==> config.mk <==
export PLATFORM = sky130hd
export DESIGN_NAME = vga_fb_arbiter_flat
export DESIGN_NICKNAME = d
export VERILOG_FILES = /design/src/rtl/vga_pkg.sv /design/src/rtl/vga_fb_arbiter_if.sv /design/src/rtl/vga_fb_readpipe.sv /design/src/rtl/vga_fb_arbiter.sv /design/src/flat_wrapper.sv
export SDC_FILE = /design/constraint.sdc
export NUM_CORES = 1
export LEC_CHECK = 0
export ABC_AREA = 0
export BUFFER_PORTS_ARGS = -buffer_cell sky130_fd_sc_hd__buf_4
export CORE_MARGIN = 3
export CORE_UTILIZATION = 54
export CTS_CLUSTER_DIAMETER = 80
export DETAILED_ROUTE_END_ITERATION = 7
export PLACE_DENSITY = 0.91
export SYNTH_ARGS = -nofsm -noshare
export SYNTH_HDL_FRONTEND = slang
export SYNTH_SLANG_ARGS = --single-unit
==> constraint.sdc <==
create_clock -name clk -period 5 [get_ports clk]
set_clock_uncertainty 0.2 [all_clocks]
set_input_delay 1 -clock clk [delete_from_list [all_inputs] [get_ports clk]]
set_output_delay 1 -clock clk [all_outputs]
set_load 0.05 [all_outputs]
==> src/rtl/vga_pkg.sv <==
// Shared geometry, pixel format, arbiter state type and the pixel-to-address
// mapping for the VGA frame-buffer slice.
package vga_pkg;

    localparam int unsigned H_PIXELS = 50;
    localparam int unsigned V_PIXELS = 25;
    localparam int unsigned H_BITS   = 7;
    localparam int unsigned V_BITS   = 5;
    localparam int unsigned DATA_W   = 4;
    localparam int unsigned ADDR_W   = 11;
    localparam int unsigned FB_SIZE  = H_PIXELS * V_PIXELS;

    localparam logic [DATA_W-1:0] CLEAR_VALUE = DATA_W'(0);
    localparam logic [ADDR_W-1:0] LAST_ADDR   = ADDR_W'(FB_SIZE - 1);

    typedef enum logic {
        IDLE  = 1'b0,
        CLEAR = 1'b1
    } fb_state_t;

    // Row-major mapping; ADDR_W covers FB_SIZE, so in-range pixels never wrap.
    function automatic logic [ADDR_W-1:0] pix_addr(input logic [H_BITS-1:0] c,
                                                   input logic [V_BITS-1:0] r);
        return ADDR_W'(r) * ADDR_W'(H_PIXELS) + ADDR_W'(c);
    endfunction

endpackage

==> src/rtl/vga_fb_arbiter_if.sv <==
// Pixel-write request handshake between the drawing/host logic and the arbiter.
interface vga_fb_arbiter_if;
    import vga_pkg::*;

    logic              wr_valid;
    logic              wr_ready;
    logic [H_BITS-1:0] wr_col;
    logic [V_BITS-1:0] wr_row;
    logic [DATA_W-1:0] wr_data;

    modport master (output wr_valid, wr_col, wr_row, wr_data, input  wr_ready);
    modport slave  (input  wr_valid, wr_col, wr_row, wr_data, output wr_ready);

endinterface

==> src/rtl/vga_fb_readpipe.sv <==
// Display read pipeline: RAM data arrives one cycle after the read and is
// registered, so a read issued in cycle t appears on pix_* in cycle t+2.
module vga_fb_readpipe
    import vga_pkg::*;
(
    input  logic              clk,
    input  logic              rst,
    input  logic              rd_issue,
    input  logic [DATA_W-1:0] mem_rdata,
    output logic              pix_valid,
    output logic [DATA_W-1:0] pix_data
);

    logic rd_q;

    // pix_data holds its last value between valid pixels.
    always_ff @(posedge clk) begin
        if (rst) begin
            rd_q      <= 1'b0;
            pix_valid <= 1'b0;
            pix_data  <= '0;
        end else begin
            rd_q      <= rd_issue;
            pix_valid <= rd_q;
            if (rd_q) begin
                pix_data <= mem_rdata;
            end
        end
    end

endmodule

==> src/rtl/vga_fb_arbiter.sv <==
// Single-port frame-buffer arbiter: display reads win, then the hardware
// frame clear, then host pixel writes; writes only use blanking cycles.
module vga_fb_arbiter
    import vga_pkg::*;
(
    input  logic              clk,
    input  logic              rst,
    input  logic              disp_ena,
    input  logic [H_BITS-1:0] col,
    input  logic [V_BITS-1:0] row,
    vga_fb_arbiter_if.slave   wr,
    input  logic              clear_req,
    output logic              busy,
    output logic              clear_done,
    output logic              wr_err,
    output logic              mem_en,
    output logic              mem_we,
    output logic [ADDR_W-1:0] mem_addr,
    output logic [DATA_W-1:0] mem_wdata,
    input  logic [DATA_W-1:0] mem_rdata,
    output logic              pix_valid,
    output logic [DATA_W-1:0] pix_data
);

    fb_state_t         state_q, state_d;
    logic [ADDR_W-1:0] clr_addr_q, clr_addr_d;
    logic              wr_err_q, wr_err_d;
    logic              clear_done_q, clear_done_d;
    logic              wr_in_range;

    assign wr_in_range = (wr.wr_col < H_BITS'(H_PIXELS)) && (wr.wr_row < V_BITS'(V_PIXELS));

    always_ff @(posedge clk) begin
        if (rst) begin
            state_q      <= IDLE;
            clr_addr_q   <= '0;
            wr_err_q     <= 1'b0;
            clear_done_q <= 1'b0;
        end else begin
            state_q      <= state_d;
            clr_addr_q   <= clr_addr_d;
            wr_err_q     <= wr_err_d;
            clear_done_q <= clear_done_d;
        end
    end

    // Port arbitration and next state; no write is issued while rst is held.
    always_comb begin
        state_d      = state_q;
        clr_addr_d   = clr_addr_q;
        wr_err_d     = wr_err_q;
        clear_done_d = 1'b0;
        mem_en       = 1'b0;
        mem_we       = 1'b0;
        mem_addr     = '0;
        mem_wdata    = '0;
        wr.wr_ready  = 1'b0;

        if (disp_ena) begin
            mem_en   = 1'b1;
            mem_addr = pix_addr(col, row);
        end

        case (state_q)
            IDLE: begin
                wr.wr_ready = !disp_ena && !rst;
                if (wr.wr_valid && !disp_ena && !rst) begin
                    if (wr_in_range) begin
                        mem_en    = 1'b1;
                        mem_we    = 1'b1;
                        mem_addr  = pix_addr(wr.wr_col, wr.wr_row);
                        mem_wdata = wr.wr_data;
                    end else begin
                        wr_err_d = 1'b1;
                    end
                end
                if (clear_req) begin
                    state_d    = CLEAR;
                    clr_addr_d = '0;
                end
            end
            CLEAR: begin
                if (!disp_ena && !rst) begin
                    mem_en    = 1'b1;
                    mem_we    = 1'b1;
                    mem_addr  = clr_addr_q;
                    mem_wdata = CLEAR_VALUE;
                    if (clr_addr_q == LAST_ADDR) begin
                        state_d      = IDLE;
                        clr_addr_d   = '0;
                        clear_done_d = 1'b1;
                    end else begin
                        clr_addr_d = clr_addr_q + ADDR_W'(1);
                    end
                end
            end
            default: state_d = IDLE;
        endcase
    end

    assign busy       = (state_q == CLEAR);
    assign clear_done = clear_done_q;
    assign wr_err     = wr_err_q;

    vga_fb_readpipe u_readpipe (
        .clk       (clk),
        .rst       (rst),
        .rd_issue  (disp_ena),
        .mem_rdata (mem_rdata),
        .pix_valid (pix_valid),
        .pix_data  (pix_data)
    );

endmodule

==> src/flat_wrapper.sv <==
// flat-port wrapper written by rule: the top's interface ports become plain ports
module vga_fb_arbiter_flat import vga_pkg::*;
  (clk, rst, disp_ena, col, row, clear_req, busy, clear_done, wr_err, mem_en, mem_we, mem_addr, mem_wdata, mem_rdata, pix_valid, pix_data, wr_wr_valid, wr_wr_col, wr_wr_row, wr_wr_data, wr_wr_ready);
  vga_fb_arbiter_if wr_i ();
  input  logic clk;
  input  logic rst;
  input  logic disp_ena;
  input  logic [H_BITS-1:0] col;
  input  logic [V_BITS-1:0] row;
  input  logic clear_req;
  output logic busy;
  output logic clear_done;
  output logic wr_err;
  output logic mem_en;
  output logic mem_we;
  output logic [ADDR_W-1:0] mem_addr;
  output logic [DATA_W-1:0] mem_wdata;
  input  logic [DATA_W-1:0] mem_rdata;
  output logic pix_valid;
  output logic [DATA_W-1:0] pix_data;
  input wire logic [$bits(wr_i.wr_valid)-1:0] wr_wr_valid;
  input wire logic [$bits(wr_i.wr_col)-1:0] wr_wr_col;
  input wire logic [$bits(wr_i.wr_row)-1:0] wr_wr_row;
  input wire logic [$bits(wr_i.wr_data)-1:0] wr_wr_data;
  output wire logic [$bits(wr_i.wr_ready)-1:0] wr_wr_ready;
  assign wr_i.wr_valid = wr_wr_valid;
  assign wr_i.wr_col = wr_wr_col;
  assign wr_i.wr_row = wr_wr_row;
  assign wr_i.wr_data = wr_wr_data;
  assign wr_wr_ready = wr_i.wr_ready;
  vga_fb_arbiter u_core (.clk(clk), .rst(rst), .disp_ena(disp_ena), .col(col), .row(row), .wr(wr_i), .clear_req(clear_req), .busy(busy), .clear_done(clear_done), .wr_err(wr_err), .mem_en(mem_en), .mem_we(mem_we), .mem_addr(mem_addr), .mem_wdata(mem_wdata), .mem_rdata(mem_rdata), .pix_valid(pix_valid), .pix_data(pix_data));
endmodule
==> flow_summary.toml, run 1 <==
[status]
outcome = "complete, but fails checks"
violations_in_the_final_reports = "negative setup slack"

[floorplanning]
num_rows = 23
core_um2 = 4120
die_w_um = 72
floorplan.initialDensity = 0.572
chipHeight_um = 72
num_io_pins = 63
fp.dieArea_um2 = 5180

[routing]
post_route_ant_nets = 0
drt-initial-drc-count = 273
drt_first_pass_iters = 4
via_per_inst = 6.33
wl_per_cell_um = 18.5
detail_route.drc_violations = 0
route.final.wire_length_um = 7310
routed-via-count = 2505

[worst_hold_path]
hold_path_class = "reg -> reg"
min_path_cells = 2

[grt]
grt.met3_usage = 0.0346
antenna_found_initial = 0
pin_count_of_the_biggest_net_entering_global_routing = 24
busiest_layer = "met2"
grt_use_met2 = 0.448
globalRouteMet1Util = 0.305
grt_util_all_layers = 0.244
grt_first_pass_wirelength_um = 10300
globalRoute.totalOverflow = 0
grt_pass1_vias = 2254

[setup_path]
crit_path_start_kind = "primary input"
arrival_worst_endpoint_ns = 3.83
critPathCaptureType = "output port"
critPathRequiredTime_ns = 3.80
critical_path_class = "in -> out"
cp_max_fo = 4
timing.reg2reg.worst_path_depth = 6

[timing]
drv_slew = 0
worst-slew-pin-transition_ns = 0.898
maxSlewHeadroom = 0.398
min_hold_slack_ns = 0.295
fin_tns_setup_ns = -0.0280
fin_ws_ns = -0.0280
post-route-period-util = 1.01
timing.final.setup_violations = 1
period_minus_slack_ns = 5.03
max_clock_freq_ghz = 0.199
finalHoldViolCount = 0

[power_and_ir_drop]
peakVddDrop_mv = 0.157
static-leakage-power_uw = 0.00147
power.density_cell_area_nw_per_um2 = 264

[cts]
worst_skew_pair.late_latency_ns = 0.26
tritoncts = "yes"
cts_made_buffers = 3
cts.reportedPaths.clkPinSlew_ns = 0.08
clk_root_buffer_cell = "sky130_fd_sc_hd__clkbuf_8"
cts_hold_repair.buffers = 0
clockBufferDepth = 2
cts_sinks = 20
cts-htree-levels = 1

[cells_and_area]
postLayoutCoreUtil = 0.776
stdcell_count = 396
most-common-layout-cells = "sky130_fd_sc_hd__buf_4, sky130_fd_sc_hd__ha_1, sky130_fd_sc_hd__nor2_1"
multi_input_area_um2 = 2000
layout-area-overhead-vs-synth_pct = 35.7
fillerInstances = 255
layout.cells.most_common = "sky130_fd_sc_hd__buf_4"
seqCellArea_um2 = 400
drive_gt1_frac = 0.306
insertedDiodeCount = 0
final_net_count = 436

[yosys]
synth_cell_types = 54
syn_inst = 274
synth_top_flop_cell = "sky130_fd_sc_hd__dfxtp_1"
syn_area_um2 = 2350
synth_top_area_share = 0.255
synth_edf_count = 0
yosysWarningCount = 0
postSynthNetCount = 363
leading_post_synthesis_cells_by_cell_area = "sky130_fd_sc_hd__ha_1, sky130_fd_sc_hd__dfxtp_1, sky130_fd_sc_hd__xnor2_1"
yosysSeqAreaShare = 0.170
async_flop_share = 0
synth_seq_cells = 20
syn-mean-instance-area_um2 = 8.58
post-synth-top-area-cell = "sky130_fd_sc_hd__ha_1"

[placement]
dp_worst_setup_slack_ns = -0.154
place.gp.congestion = 0.831
place.detailed.hpwl_um = 5000
port_buffers = 62
placed_cells_incl_taps = 390

[job]
timing.max_cap.violations = 0
-- critical path, cell delays in order --
cell and delay [ns]:
sky130_fd_sc_hd__buf_4 0.13, sky130_fd_sc_hd__ha_4 0.27, sky130_fd_sc_hd__ha_4 0.20, sky130_fd_sc_hd__ha_4 0.16
sky130_fd_sc_hd__fa_1 0.51, sky130_fd_sc_hd__ha_4 0.30, sky130_fd_sc_hd__nor2_1 0.04, sky130_fd_sc_hd__a311o_1 0.35
sky130_fd_sc_hd__buf_4 0.15, sky130_fd_sc_hd__xor2_1 0.15, sky130_fd_sc_hd__a22oi_1 0.28, sky130_fd_sc_hd__o21ai_2 0.12
sky130_fd_sc_hd__buf_6 0.17
-- synth_stat cells (all sizes together) (3+ instances only) --
cell / count
nand2: 12
dfxtp: 20
xnor2: 17
and3: 6
o21ai: 19
clkbuf: 6
inv: 19
a31oi: 3
a22oi: 4
mux2i: 4
a222oi: 3
nor2: 22
and2: 6
nor3: 4
a21oi: 19
ha: 48
nand3: 5
nor3b: 5
a211oi: 5
a21o: 4
nor2b: 3
xor2: 5
fa: 4
-- what timing repair did --
item                                   4_1_cts  5_1_grt
setup endpoints to repair                    1        4
endpoints found under the hold margin        0        0
pin swaps                                   10        6
setup buffers                                2        0
resized for setup                            8       12
-- per-layer routing --
layer / part of all wire / vias up
met4: 0.024 / 0
met3: 0.073 / 20
met5: 0 / -
met1: 0.39 / 1186
li1: - / 1157
met2: 0.51 / 142
-- state kept, by name, summed over array words and instances, names as in the netlist --
register	cells
u_core.clr_addr_q	11
u_core.u_readpipe.pix_data	4
u_core.busy	1
u_core.clear_done	1
u_core.u_readpipe.pix_valid	1
u_core.u_readpipe.rd_q	1
u_core.wr_err	1
-- area by class of cell --
type	instances	area share
clock buffer	3	0.0129
inverter	19	0.0223
multi-input combinational	227	0.627
clock inverter	1	0.00940
sequential	20	0.125
timing repair buffer	76	0.183
tap	50	0.0196
-- stage by stage --
step                instance area (µm²)  power (µW)
global placement                   2940         597
finish                             3190         843
floorplan                          2360         474
global route                       3190         877
CTS                                3090         795
detailed placement                 2940         616
-- worst paths after layout --
kind                       from              endpoint  slack, ns
setup reg to reg    u_core.busy  u_core.clr_addr_q[7]       2.30
setup / recovery   wr_wr_row[1]           mem_addr[8]      -0.03
hold / removal    u_core.wr_err         u_core.wr_err       0.29
hold reg to reg   u_core.wr_err         u_core.wr_err       0.29
-- power breakdown --
part,switching [µW],internal [µW],total (µW),leakage (µW)
sequential,3.19,163,166,0.000162
clock,55.5,107,162,0.0000357
combinational,295,219,515,0.00127
total,354,489,843,0.00147
-- cells by family (layout without fill, tap and decap cells) --
family	Yosys count	count (layout)	synth area share
buf+inv	27	99	0.0441
mux	4	4	0.0170
fa+ha+maj	52	52	0.289
compound gates	78	78	0.235
xor+xnor	22	22	0.0851
flops	20	20	0.170
simple gates	71	71	0.159
Power figures use the tool's default switching activity.
==> inputs of run 2 (changes only) <==
--- a/config.mk
+++ b/config.mk
@@ -12,6 +12,7 @@
 export CTS_CLUSTER_DIAMETER = 80
 export DETAILED_ROUTE_END_ITERATION = 7
 export PLACE_DENSITY = 0.91
+export SKIP_CTS_REPAIR_TIMING = 1
 export SYNTH_ARGS = -nofsm -noshare
 export SYNTH_HDL_FRONTEND = slang
 export SYNTH_SLANG_ARGS = --single-unit
==> run 2 against run 1 <==
  * The flow now finishes without violations
  * Combinational power shrank 1%
  * Via count grew 0.44%
  * Clock power is essentially flat
  * Sequential share of layout area is essentially flat
  * Critical path depth shrank 1
  * Total power shrank 0.64%
  * Die area is the same
  * Critical endpoint is now mem_addr[10]
  * Count of clock-buffer cells in the layout is the same
  * Flip-flop and latch count is the same
==> flow_summary.toml, run 2 (synthesized netlist as in run 1, its figures left out) <==
[cells_and_area]
most-common-layout-cells = "sky130_fd_sc_hd__buf_4, sky130_fd_sc_hd__ha_1, sky130_fd_sc_hd__nor2_1"
layout_top_registers = "u_core.clr_addr_q (11), u_core.u_readpipe.pix_data (4)"
postLayoutCoreUtil = 0.779
final_net_count = 436
largest_register_ff_count = 11
layout-area-overhead-vs-synth_pct = 36.3
layout.cells.most_common = "sky130_fd_sc_hd__buf_4"
insertedDiodeCount = 0
drive_gt1_frac = 0.306
fillerInstances = 255
max_flop_register = "u_core.clr_addr_q"
stdcell_count = 396

[setup_path]
crit_family = "adder cells"
critPathRequiredTime_ns = 3.80
crit_path_cell_chain = "buf_4 -> inv_1 -> ha_1 -> ha_4 -> fa_1 -> ha_4 -> nor2_1 -> a311o_1 -> nor3b_2 -> xnor2_1 -> a221o_1 -> buf_6"
timing.reg2reg.worst_path_depth = 5
crit_path_start_kind = "primary input"
arrival_worst_endpoint_ns = 3.77
timing.rr.start = "u_core.busy"
cp_max_fo = 4
critical-path-top-cell-by-count = "sky130_fd_sc_hd__ha_4"
crit_path_max_incr_delay_ns = 0.53
critical_path.slowest_cell = "sky130_fd_sc_hd__fa_1"
critPathBufInv = 3
worst-r2r-setup-slack_ns = 2.30
rr_endpoint = "u_core.clr_addr_q[5]"
critical_path_class = "in -> out"
critPathCaptureType = "output port"

[worst_hold_path]
hold-path-endpoint = "u_core.wr_err"
min_path_cells = 2
worstHoldStart = "u_core.wr_err"
hold_path_class = "reg -> reg"

[cts]
clk_root_buffer_cell = "sky130_fd_sc_hd__clkbuf_8"
cts_made_buffers = 3
worst_skew_pair.late_latency_ns = 0.26
cts.reportedPaths.clkPinSlew_ns = 0.08
cts_sinks = 20
cts-htree-levels = 1
tritoncts = "yes"
clockBufferDepth = 2

[timing]
maxSlewHeadroom = 0.389
timing.final.setup_violations = 0
worst-slew-pin-transition_ns = 0.911
min_hold_slack_ns = 0.308
post-route-period-util = 0.995
max_clock_freq_ghz = 0.201
period_minus_slack_ns = 4.97
grt_setup_unrepaired = "true"
drv_slew = 0
finalHoldViolCount = 0

[routing]
post_route_ant_nets = 0
drt_first_pass_iters = 6
detail_route.drc_violations = 0
drt-initial-drc-count = 258
routed-via-count = 2516
wl_per_cell_um = 18.6
via_per_inst = 6.35
route.final.wire_length_um = 7350

[floorplanning]
die_w_um = 72
floorplan.initialDensity = 0.572
core_um2 = 4120
chipHeight_um = 72
num_rows = 23
fp.dieArea_um2 = 5180
num_io_pins = 63

[placement]
port_buffers = 62
place.detailed.hpwl_um = 5000
place.gp.congestion = 0.831
placed_cells_incl_taps = 390

[grt]
grt.met3_usage = 0.0360
pin_count_of_the_biggest_net_entering_global_routing = 24
grt_pass1_vias = 2254
globalRouteMet1Util = 0.291
grt_first_pass_wirelength_um = 9890
grt_use_met2 = 0.423
busiest_layer = "met2"
grt_util_all_layers = 0.233
antenna_found_initial = 0
globalRoute.totalOverflow = 0

[job]
timing.max_cap.violations = 0

[power_and_ir_drop]
design_power_total_uw = 838
peakVddDrop_mv = 0.157
static-leakage-power_uw = 0.00147
power.density_cell_area_nw_per_um2 = 261

[status]
outcome = "finished clean"
## run 2: cell counts in the layout (fill, tap and decap cells not counted)
Identical to the previous run, type by type.
## run 2: worst max path at each step
stage / depth (start not counted) / start / endpoint
4_1_cts: 12 / row[0] / mem_addr[10]
2_1_floorplan: 9 / row[0] / mem_addr[6]
5_1_grt: 12 / row[1] / mem_addr[10]
3_3_place_gp: 12 / row[0] / mem_addr[10]
6_report: 12 / wr_wr_row[1] / mem_addr[10]
3_5_place_dp: 12 / row[0] / mem_addr[10]
## run 2: worst reg2reg max path, stage by stage (launching register included)
cell and delay (ns):
sky130_fd_sc_hd__dfxtp_1 0.41, sky130_fd_sc_hd__inv_1 0.13, sky130_fd_sc_hd__nor3_2 0.77, sky130_fd_sc_hd__nand2_1 0.51, sky130_fd_sc_hd__or3_1 0.48, sky130_fd_sc_hd__a21oi_1 0.14
## run 2: cell type report
cell class                 count  area (µm²)  area share
clock inverter                 1        30.0     0.00937
inverter                      19        71.3      0.0222
sequential                    20         400       0.125
multi-input combinational    227        2010       0.627
timing repair buffer          76         589       0.184
clock buffer                   3        41.3      0.0129
tap                           50        62.6      0.0195
## run 2: per-stage QoR
stage	setup WS (ns)	cell area [µm²]	TNS, ns
global route	-0.0598	3210	-0.0831
CTS	-0.161	3010	-0.161
finish	0.0264	3210	0
detailed placement	-0.154	2940	-0.154
global placement	-0.0620	2940	-0.0620
floorplan	0.00403	2360	0
## run 2: layer usage
metal	wire, µm	vias to the layer above
met4	138	0
met5	0	-
met3	579	19
met2	3730	154
li1	-	1151
met1	2900	1192
## run 2: power by group
group | leakage [µW] | internal, µW | switching [µW]
Combinational | 0.00127 | 218 | 291
Clock | 0.0000357 | 107 | 55.8
Sequential | 0.000162 | 163 | 3.23
==> inputs of run 3 (changes only) <==
--- a/config.mk
+++ b/config.mk
@@ -7,10 +7,12 @@
 export LEC_CHECK = 0
 export ABC_AREA = 0
 export BUFFER_PORTS_ARGS = -buffer_cell sky130_fd_sc_hd__buf_4
+export CORE_ASPECT_RATIO = 0.6
 export CORE_MARGIN = 3
 export CORE_UTILIZATION = 54
 export CTS_CLUSTER_DIAMETER = 80
 export DETAILED_ROUTE_END_ITERATION = 7
+export GPL_TIMING_DRIVEN = 0
 export PLACE_DENSITY = 0.91
 export SKIP_CTS_REPAIR_TIMING = 1
 export SYNTH_ARGS = -nofsm -noshare
==> run 3 against run 2 <==
  * Flip-flop and latch count stayed put
  * Clock power is 2% higher
  * Utilization is 2.7 points higher
  * Largest cell class unchanged
  * Worst hold slack worse by 0.0022 ns
==> flow_summary.toml, run 3 (synthesized netlist as in run 1, its figures left out) <==
[grt]
grt_first_pass_wirelength_um = 10400
antenna_found_initial = 0
grt_util_all_layers = 0.244
pin_count_of_the_biggest_net_entering_global_routing = 13
grt_pass1_vias = 2224
globalRoute.totalOverflow = 0

[power_and_ir_drop]
p_switching_uw = 336
static-leakage-power_uw = 0.00142
pwr-share-comb = 0.590
proportion_of_power_drawn_by_the_clock_network = 0.206
cell_internal_pwr_uw = 472
peakVddDrop_mv = 0.199
seqPwrFrac = 0.204
sw_frac_of_total = 0.416
power.density_cell_area_nw_per_um2 = 256

[status]
outcome = "finished clean"

[timing]
grt_setup_unrepaired = "true"
period_minus_slack_ns = 4.96
fin_tns_setup_ns = 0
maxSlewHeadroom = 0.548
timing.final.setup_violations = 0
drv_slew = 0
max_clock_freq_ghz = 0.202
post-route-period-util = 0.991
worst-slew-pin-transition_ns = 0.679
finalHoldViolCount = 0

[placement]
place.gp.congestion = 0.943
port_buffers = 61
place.detailed.hpwl_um = 5210
placed_cells_incl_taps = 392

[setup_path]
crit_path_start_kind = "primary input"
worst-r2r-setup-slack_ns = 2.71
arrival_worst_endpoint_ns = 3.76
timing.reg2reg.worst_path_depth = 8
cp_max_fo = 4
critPathCaptureType = "output port"
rr_endpoint = "u_core.clr_addr_q[2]"
critPathRequiredTime_ns = 3.80
timing.rr.start = "u_core.clr_addr_q[0]"
critical_path_class = "in -> out"

[worst_hold_path]
min_path_cells = 2
hold-path-endpoint = "u_core.u_readpipe.pix_data[3]"
worstHoldStart = "u_core.u_readpipe.pix_data[3]"
hold_path_class = "reg -> reg"

[floorplanning]
floorplan.initialDensity = 0.601
fp.dieArea_um2 = 5210
num_io_pins = 63
die_w_um = 91.2
core_um2 = 3910
chipHeight_um = 57.1
num_rows = 17

[cells_and_area]
max_flop_register = "u_core.clr_addr_q"
layout_top_registers = "u_core.clr_addr_q (11), u_core.u_readpipe.pix_data (4)"
layout-area-overhead-vs-synth_pct = 34.0
postLayoutCoreUtil = 0.806
final_net_count = 431
fillerInstances = 257
insertedDiodeCount = 0
largest_register_ff_count = 11
layout.cells.most_common = "sky130_fd_sc_hd__buf_4"
drive_gt1_frac = 0.279
stdcell_count = 398
most-common-layout-cells = "sky130_fd_sc_hd__buf_4, sky130_fd_sc_hd__ha_1, sky130_fd_sc_hd__nor2_1"

[cts]
tritoncts = "yes"
clk_root_buffer_cell = "sky130_fd_sc_hd__clkbuf_8"
worst_skew_pair.late_latency_ns = 0.27
cts_sinks = 20
cts_made_buffers = 3
cts-htree-levels = 1
clockBufferDepth = 2
cts.reportedPaths.clkPinSlew_ns = 0.08

[routing]
wl_per_cell_um = 17.6
top_signal_layer_used = "met4"
routed-via-count = 2454
met3_wirelength_um = 679
drt_first_pass_iters = 5
post_route_ant_nets = 0
met2_wirelength_um = 3060
drt-initial-drc-count = 247
detail_route.drc_violations = 0
m1WireLength_um = 3070
route.final.wire_length_um = 7010
via_per_inst = 6.17

[job]
timing.max_cap.violations = 0
==> run 3: power groups by stage <==
stage	logic [µW]	clock network, µW	registers (µW)
floorplan	296	0	178
global placement	405	0	169
detailed placement	416	0	169
CTS	419	163	165
global route	515	170	166
finish	477	167	165
==> run 3: per-layer routing <==
metal	vias to the layer above	track usage
met2	154	0.394
met3	26	0.0751
met5	-	0
met4	0	0.0408
li1	1146	-
met1	1128	0.328
==> run 3: worst max path at each step <==
stage	slack, ns	to	cells after the start	start
6_report	0.04	mem_addr[10]	12	wr_wr_row[1]
5_1_grt	-0.04	mem_addr[10]	12	wr_wr_row[1]
4_1_cts	-0.21	mem_addr[10]	12	row[0]
3_5_place_dp	-0.21	mem_addr[10]	12	row[0]
3_3_place_gp	-0.13	mem_addr[10]	12	row[0]
2_1_floorplan	0.004	mem_addr[6]	9	row[0]
==> run 3: cell type report <==
type / count / area, µm² / area share
clock buffer: 3 / 41.3 / 0.0131
sequential: 20 / 400 / 0.127
buffer: 8 / 32.5 / 0.0103
multi-input combinational: 227 / 2010 / 0.639
clock inverter: 1 / 30.0 / 0.00952
inverter: 19 / 71.3 / 0.0226
tap: 57 / 71.3 / 0.0226
timing repair buffer: 63 / 492 / 0.156
==> run 3: metrics by stage <==
stage | power [µW] | area [µm²] | setup slack, ns | hold slack (ns)
after floorplan | 474 | 2360 | 0.00403 | 0.256
after global placement | 574 | 2890 | -0.133 | 0.274
after detailed placement | 584 | 2890 | -0.209 | 0.292
after CTS | 747 | 2960 | -0.214 | 0.309
after global routing | 851 | 3150 | -0.0434 | 0.361
final | 809 | 3150 | 0.0430 | 0.306
==> run 3: worst max-delay path, cell delays in order <==
cell	delay, ns
sky130_fd_sc_hd__buf_4	0.14
sky130_fd_sc_hd__ha_4	0.27
sky130_fd_sc_hd__ha_4	0.20
sky130_fd_sc_hd__ha_4	0.17
sky130_fd_sc_hd__fa_1	0.53
sky130_fd_sc_hd__ha_4	0.31
sky130_fd_sc_hd__nor2_1	0.04
sky130_fd_sc_hd__a311o_1	0.31
sky130_fd_sc_hd__nor3b_2	0.21
sky130_fd_sc_hd__xnor2_1	0.09
sky130_fd_sc_hd__a221o_1	0.32
sky130_fd_sc_hd__buf_6	0.16
